### src/rtl/encoder4to2_fifo.sv
// Registered 4-to-2 priority encoder: each new nonzero input pattern is encoded,
// tagged when several lines were active, and queued in a show-ahead FIFO drained by valid/ready.
module encoder4to2_fifo #(
    parameter int DEPTH = 4
) (
    input  logic                     clk,
    input  logic                     rst_n,
    input  logic [3:0]               d,
    input  logic                     ready,
    input  logic                     clr_ovf,
    output logic [1:0]               a,
    output logic                     valid,
    output logic                     multi,
    output logic [$clog2(DEPTH):0]   count,
    output logic                     ovf
);

    localparam int AW = $clog2(DEPTH);
    localparam int CW = AW + 1;
    localparam logic [CW-1:0] CNT_ONE  = CW'(1);
    localparam logic [CW-1:0] CNT_FULL = CW'(DEPTH);
    localparam logic [AW-1:0] PTR_ONE  = AW'(1);

    // Highest set line wins; an all-zero input never reaches this encoder.
    function automatic logic [1:0] enc_f(input logic [3:0] v);
        logic [1:0] code;
        if (v[3]) begin
            code = 2'b11;
        end else if (v[2]) begin
            code = 2'b10;
        end else if (v[1]) begin
            code = 2'b01;
        end else begin
            code = 2'b00;
        end
        return code;
    endfunction

    // Clearing the lowest set bit leaves something only when two or more bits were set.
    function automatic logic multi_f(input logic [3:0] v);
        return ((v & (v - 4'd1)) != 4'b0000);
    endfunction

    logic [2:0]    r_mem [DEPTH];
    logic [AW-1:0] r_wptr;
    logic [AW-1:0] r_rptr;
    logic [CW-1:0] r_count;
    logic [3:0]    r_d_q;
    logic          r_ovf;

    logic          w_event;
    logic          w_full;
    logic          w_empty;
    logic          w_pop;
    logic          w_push;
    logic          w_drop;
    logic [2:0]    w_head;

    // Event detection and push/pop/drop arbitration.
    always_comb begin
        w_event = (d != 4'b0000) && (d != r_d_q);
        w_full  = (r_count == CNT_FULL);
        w_empty = (r_count == {CW{1'b0}});
        w_pop   = !w_empty && ready;
        w_push  = w_event && (!w_full || w_pop);
        w_drop  = w_event && w_full && !w_pop;
        w_head  = r_mem[r_rptr];
    end

    // Queue storage, pointers, occupancy, input history and sticky overflow.
    always_ff @(posedge clk or negedge rst_n) begin
        if (!rst_n) begin
            for (int i = 0; i < DEPTH; i++) begin
                r_mem[i] <= 3'b000;
            end
            r_wptr  <= {AW{1'b0}};
            r_rptr  <= {AW{1'b0}};
            r_count <= {CW{1'b0}};
            r_d_q   <= 4'b0000;
            r_ovf   <= 1'b0;
        end else begin
            r_d_q <= d;
            if (w_push) begin
                r_mem[r_wptr] <= {multi_f(d), enc_f(d)};
                r_wptr        <= r_wptr + PTR_ONE;
            end
            if (w_pop) begin
                r_rptr <= r_rptr + PTR_ONE;
            end
            case ({w_push, w_pop})
                2'b10:   r_count <= r_count + CNT_ONE;
                2'b01:   r_count <= r_count - CNT_ONE;
                default: r_count <= r_count;
            endcase
            // A drop in the same cycle as a clear keeps the flag set.
            if (w_drop) begin
                r_ovf <= 1'b1;
            end else if (clr_ovf) begin
                r_ovf <= 1'b0;
            end else begin
                r_ovf <= r_ovf;
            end
        end
    end

    // Head decode from registers; forced to zero while the queue is empty.
    always_comb begin
        valid = 1'b0;
        a     = 2'b00;
        multi = 1'b0;
        count = r_count;
        ovf   = r_ovf;
        if (!w_empty) begin
            valid = 1'b1;
            a     = w_head[1:0];
            multi = w_head[2];
        end else begin
            valid = 1'b0;
            a     = 2'b00;
            multi = 1'b0;
        end
    end

endmodule
### config.mk
export PLATFORM = sky130hd
export DESIGN_NAME = encoder4to2_fifo
export DESIGN_NICKNAME = d
export VERILOG_FILES = /design/src/rtl/encoder4to2_fifo.sv
export SDC_FILE = /design/constraint.sdc
export NUM_CORES = 1
export LEC_CHECK = 0
export CORE_MARGIN = 2
export CORE_UTILIZATION = 49
export CTS_CLUSTER_SIZE = 28
export DETAILED_ROUTE_END_ITERATION = 8
export DONT_BUFFER_PORTS = 1
export GPL_TIMING_DRIVEN = 0
export PLACE_DENSITY = 0.74
export SETUP_SLACK_MARGIN = 0.2
export SLEW_MARGIN = 20
export SYNTH_ARGS = -nofsm -noshare
export SYNTH_HDL_FRONTEND = slang
export SYNTH_SLANG_ARGS = --single-unit
### constraint.sdc
create_clock -name clk -period 5.5 [get_ports clk]
set_input_delay 0.275 -clock clk [delete_from_list [all_inputs] [get_ports clk]]
set_output_delay 0.275 -clock clk [all_outputs]
set_load 0.005 [all_outputs]
* Yosys cells after proc, flatten, opt, wreduce, memory -nomap -nowiden *
Index checks and enable logic that the tools add are counted.

cells by class
  add/sub/neg operators = 5
  order comparisons = 3
  equal/unequal tests = 4
  muxes and demuxes = 16
  bitwise operators = 3
  reductions and logical operators = 15

operator list
  cell                                                                   number
  12-bit bitwise mux                                                     1
  3-bit two-way mux                                                      3
  2-bit two-way mux                                                      4
  4-bit nonzero test                                                     2
  3-bit binary-select mux with 2-bit select                              1
  3-bit demux with 2-bit select                                          1
  3-bit >= comparator, second input constant                             2
  1-bit logical AND                                                      6
  2-bit inverter with 3-bit output                                       2
  3-bit case mux with 2 select lines                                     1
  1-bit two-way mux                                                      5
  2-bit by 1-bit adder with 2-bit output, second input constant          2
  4-bit bitwise AND                                                      1
  4-bit inequality test                                                  1
  2-bit nonzero test                                                     2
  4-bit by 1-bit subtractor with 4-bit output, second input constant     1
  3-bit by 1-bit adder with 3-bit output, second input constant          1
  3-bit equality test, second input constant                             1
  1-bit zero test                                                        3
  3-bit zero test                                                        1
  3-bit by 1-bit < comparator with 1-bit output, second input constant   1
  3-bit by 1-bit subtractor with 3-bit output, second input constant     1
  2-bit by 1-bit equality test with 1-bit output, second input constant  1
  2-bit equality test, second input constant                             1
  1-bit logical OR                                                       1

storage, ports and cells
  bits in registers = 24
  input port bits = 8
  output and inout bits = 8
  word-level logic and storage cells = 55

* Longest topological paths before layout *
  depth after elaboration = 7
  gate-level depth with buffers = 9
  mapped depth without buffers = 8

* Worst setup path after synthesis *
No wires, ideal clock.

  path kind = flip-flop to flip-flop
  start point = register r_count[0] (netlist: count[0])
  end point = register r_count[2] (netlist: count[2])
  library setup time = 0.080 ns
  arrival time = 1.992 ns
  data required time = 5.420 ns
  setup slack = 3.428 ns
  stages on the path, launching flop included = 10
  buffers on the path = 1
  clock period less this slack = 2.072 ns
  cell sequence = dfrtp_1 -> or3_1 -> clkbuf_1 -> and2_1 -> nand2_1 -> inv_1 -> fa_1 -> and2_1 -> a2bb2oi_1 -> xnor2_1

between the ends
  word-level cells in the longest chain between the ends = 7
  elaborated cells on any way between the ends = 13
  classes of those cells = add/sub: 2; eq/ne: 3; mux: 1; reduce/logical: 7

RTL lines
  item                                                                                   line  source
  start: declaration                                                                     47    logic [CW-1:0] r_count;
  start signal: assignment                                                               78    r_count <= {CW{1'b0}};
  start signal: assignment                                                               91    2'b10: r_count <= r_count + CNT_ONE;
  start signal: assignment                                                               92    2'b01: r_count <= r_count - CNT_ONE;
  3-bit zero test                                                                        63    w_empty = (r_count == {CW{1'b0}});
  1-bit zero test                                                                        n/a
  1-bit logical AND                                                                      64    w_pop = !w_empty && ready;
  1-bit logical OR                                                                       65    w_push = w_event && (!w_full || w_pop);
  1-bit logical AND                                                                      65
  2-bit by 1-bit equality test with 1-bit output or 2-bit equality test (tied branches)  90    case ({w_push, w_pop})
  3-bit case mux with 2 select lines or 2-bit nonzero test (tied branches)               n/a

Parallel ways exist; a longest one is shown, timed or not.
A chain may end at the register's enable or synchronous reset.

* Worst setup path in the final report *
Ends and elaborated chain as after synthesis.

==> metrics.yaml <==
status:
  status: "complete, no violations"
timing:
  fmax_mhz: 441
  grt_setup_unrepaired: "false"
  slew_headroom: 0.648
  final-setup-viol-count: 0
  fin_crit_sh: 0.412
  fin_crit_ps: 2270
  fin_worst_skew_ps: 8.03
  fin_setup_tns_ps: 0
  slew_violations: 0
  hold_viol: 0
  tightest_slew_ps: 528
logic_synthesis:
  netlist-cell-type-count: 27
  yosysWarnings: 0
  avgSynthCellArea_sq_um: 13.2
  synth-seq-cells: 24
  synthFlopType: "dfrtp_1"
  synth_fp_nets: 103
  async_reset_ff_frac: 1.00
  synth_edf_count: 0
  syn_inst: 90
  syn-cell-area_sq_um: 1190
  seq_area_frac_synth: 0.504
final_layout:
  area_delta_synth_final_pct: 12.0
  fill_cells: 195
  antenna_cells: 0
  drive_gt1_frac: 0.280
  instances_no_fill: 128
  nNetsFinal: 114
die:
  placeableCoreArea_sq_um: 2250
  die-area_sq_um: 2840
  initial_core_util: 0.529
  die_w_um: 53.3
  ios: 16
  row_count: 17
  die_h_um: 53.3
critical_path:
  reg2reg_depth: 9
  required_ps: 5750
  r2r_slack_ps: 3230
  cp-end-kind: "flop"
  r2r-start: "count[0]$_DFFE_PN0P_"
  start_kind: "flop"
  r2r-end: "count[2]$_DFFE_PN0P_"
  cp_max_fo: 6
  crit_type: "reg2reg"
  crit_arrival_ps: 2520
min_path:
  hold_depth: 1
  hp-start: "clr_ovf"
  min_to: "ovf$_DFFE_PN0P_"
  hold_path.class: "in2reg"
clock_network:
  cts_tree: "built"
  clockRootBuffer: "clkbuf_4"
  cts_buffers: 3
  path_clk_slew_ps: 130
  cts_max_path_buffers: 2
  cts_resized: 0
  clock_latency_ps: 320
  htreeDepth: 1
  cts_num_sinks: 24
drt:
  via_per_inst: 5.37
  drcViolationCount: 0
  postRouteAntennaNets: 0
  vias: 687
  dr.pass1.iters: 3
  initialDrtViolationCount: 1
  wl_per_cell_um: 14.5
  wl_um: 1850
placement:
  dp.cells: 118
  place.gp.congestion: 0.681
  io_buffer_count: 0
  hpwl_um: 1360
power_and_ir_drop:
  vdd_drop_max_mv: 0.294
  p_per_area_nw_per_um2: 526
  power_leakage_uw: 0.000575
global_route:
  grt_overflow: 0
  grt_max_degree: 25
  grt_pass1_wl_um: 3110
  grt_antenna_before_repair: 0
  track_usage: 0.160
  grt_pass1_vias: 703
job:
  cap_violations: 0
[power breakdown]
part | internal, uW | switching [uW] | total [uW]
Sequential | 249 | 53.2 | 303
Clock | 73.8 | 55.3 | 129
Combinational | 162 | 108 | 271
[kinds of logic (layout without fill, tap and decap cells)]
kind of cell	Yosys count	after routing	share of synthesized area
flops	24	24	0.504
simple gates	21	21	0.0976
compound gates	6	6	0.0514
fa+ha+maj	6	6	0.0672
xor+xnor	9	9	0.0661
mux	16	16	0.183
buf+inv	8	18	0.0315
[area by class of cell]
type | count | area, sq um | area share
buffer | 3 | 18.8 | 0.0141
timing repair buffer | 6 | 55.1 | 0.0412
clock buffer | 3 | 22.5 | 0.0169
multi-input combinational | 58 | 554 | 0.415
tap | 28 | 35.0 | 0.0262
sequential | 24 | 601 | 0.450
clock inverter | 1 | 30.0 | 0.0225
inverter | 5 | 18.8 | 0.0141
[worst max path at each step]
stage / cells past startpoint / start / to
after CTS: 9 / count[0]$_DFFE_PN0P_ / count[2]$_DFFE_PN0P_
after global routing: 9 / count[0]$_DFFE_PN0P_ / count[2]$_DFFE_PN0P_
after global placement: 9 / count[0]$_DFFE_PN0P_ / count[2]$_DFFE_PN0P_
after floorplan: 9 / count[0]$_DFFE_PN0P_ / count[2]$_DFFE_PN0P_
after detailed placement: 9 / count[0]$_DFFE_PN0P_ / count[2]$_DFFE_PN0P_
final: 9 / count[0]$_DFFE_PN0P_ / count[2]$_DFFE_PN0P_
[synthesized netlist by cell type (2+ instances only)]
cell,n,share of area
ha_1,4,0.042
dfrtp_1,24,0.50
nand2_1,8,0.025
xor2_1,5,0.037
mux2_2,12,0.11
mux4_2,3,0.057
clkbuf_1,2,0.0063
inv_1,5,0.016
nor2_1,2,0.0063
xnor2_1,4,0.029
and2_1,5,0.026
[cell usage in the layout, fill, tap and decap left out, drive strengths merged, types with 2 or more instances in the layout]
cell type | netlist | final
mux2 | 13 | 13
xor2 | 5 | 5
clkbuf | 2 | 5
inv | 5 | 5
buf | 1 | 2
nor2 | 2 | 2
dlygate4sd3 | 0 | 5
dfrtp | 24 | 24
xnor2 | 4 | 4
nand2 | 8 | 8
and2 | 5 | 5
ha | 4 | 4
mux4 | 3 | 3
[layer usage]
layer	track usage	vias up	wire length, um
li1	-	327	-
met2	0.255	12	909
met5	0	-	0
met4	0.103	0	46
met1	0.199	343	834
met3	0.0254	5	62
[repair_timing]
| action | 4_1_cts | 5_1_grt |
|---|---|---|
| endpoints found under the hold margin | 28 | 24 |
| hold buffers | 5 | 1 |
| buffers inserted | 0 | 0 |
[flip-flops by register name, summed over array words and instances (netlist names)]
signal / flops
r_rptr: 2
count: 3
r_d_q: 4
ovf: 1
r_wptr: 2
r_mem: 12
[critical path, stage by stage, from the launching register on]
cell and delay, ps:
dfrtp_1 480, or3_1 370, clkbuf_1 170, and2_1 200, nand2_1 110, inv_1 60
fa_1 370, and2_1 150, a2bb2oi_1 160, xnor2_1 130
[stage by stage]
| step | total power [uW] | hold WS, ps | utilization | setup WS (ps) | cell area [sq um] |
|---|---|---|---|---|---|
| after floorplan | 526 | -20.6 | - | 3430 | 1190 |
| after CTS | 715 | 38.1 | 0.590 | 3210 | 1330 |
| after global placement | 564 | -20.0 | 0.544 | 3290 | 1230 |
| after global routing | 758 | 37.6 | 0.592 | 3060 | 1340 |
| final | 702 | 50.2 | 0.592 | 3230 | 1340 |
| after detailed placement | 578 | -20.1 | 0.544 | 3250 | 1230 |
(Power assumes the default switching activity.)
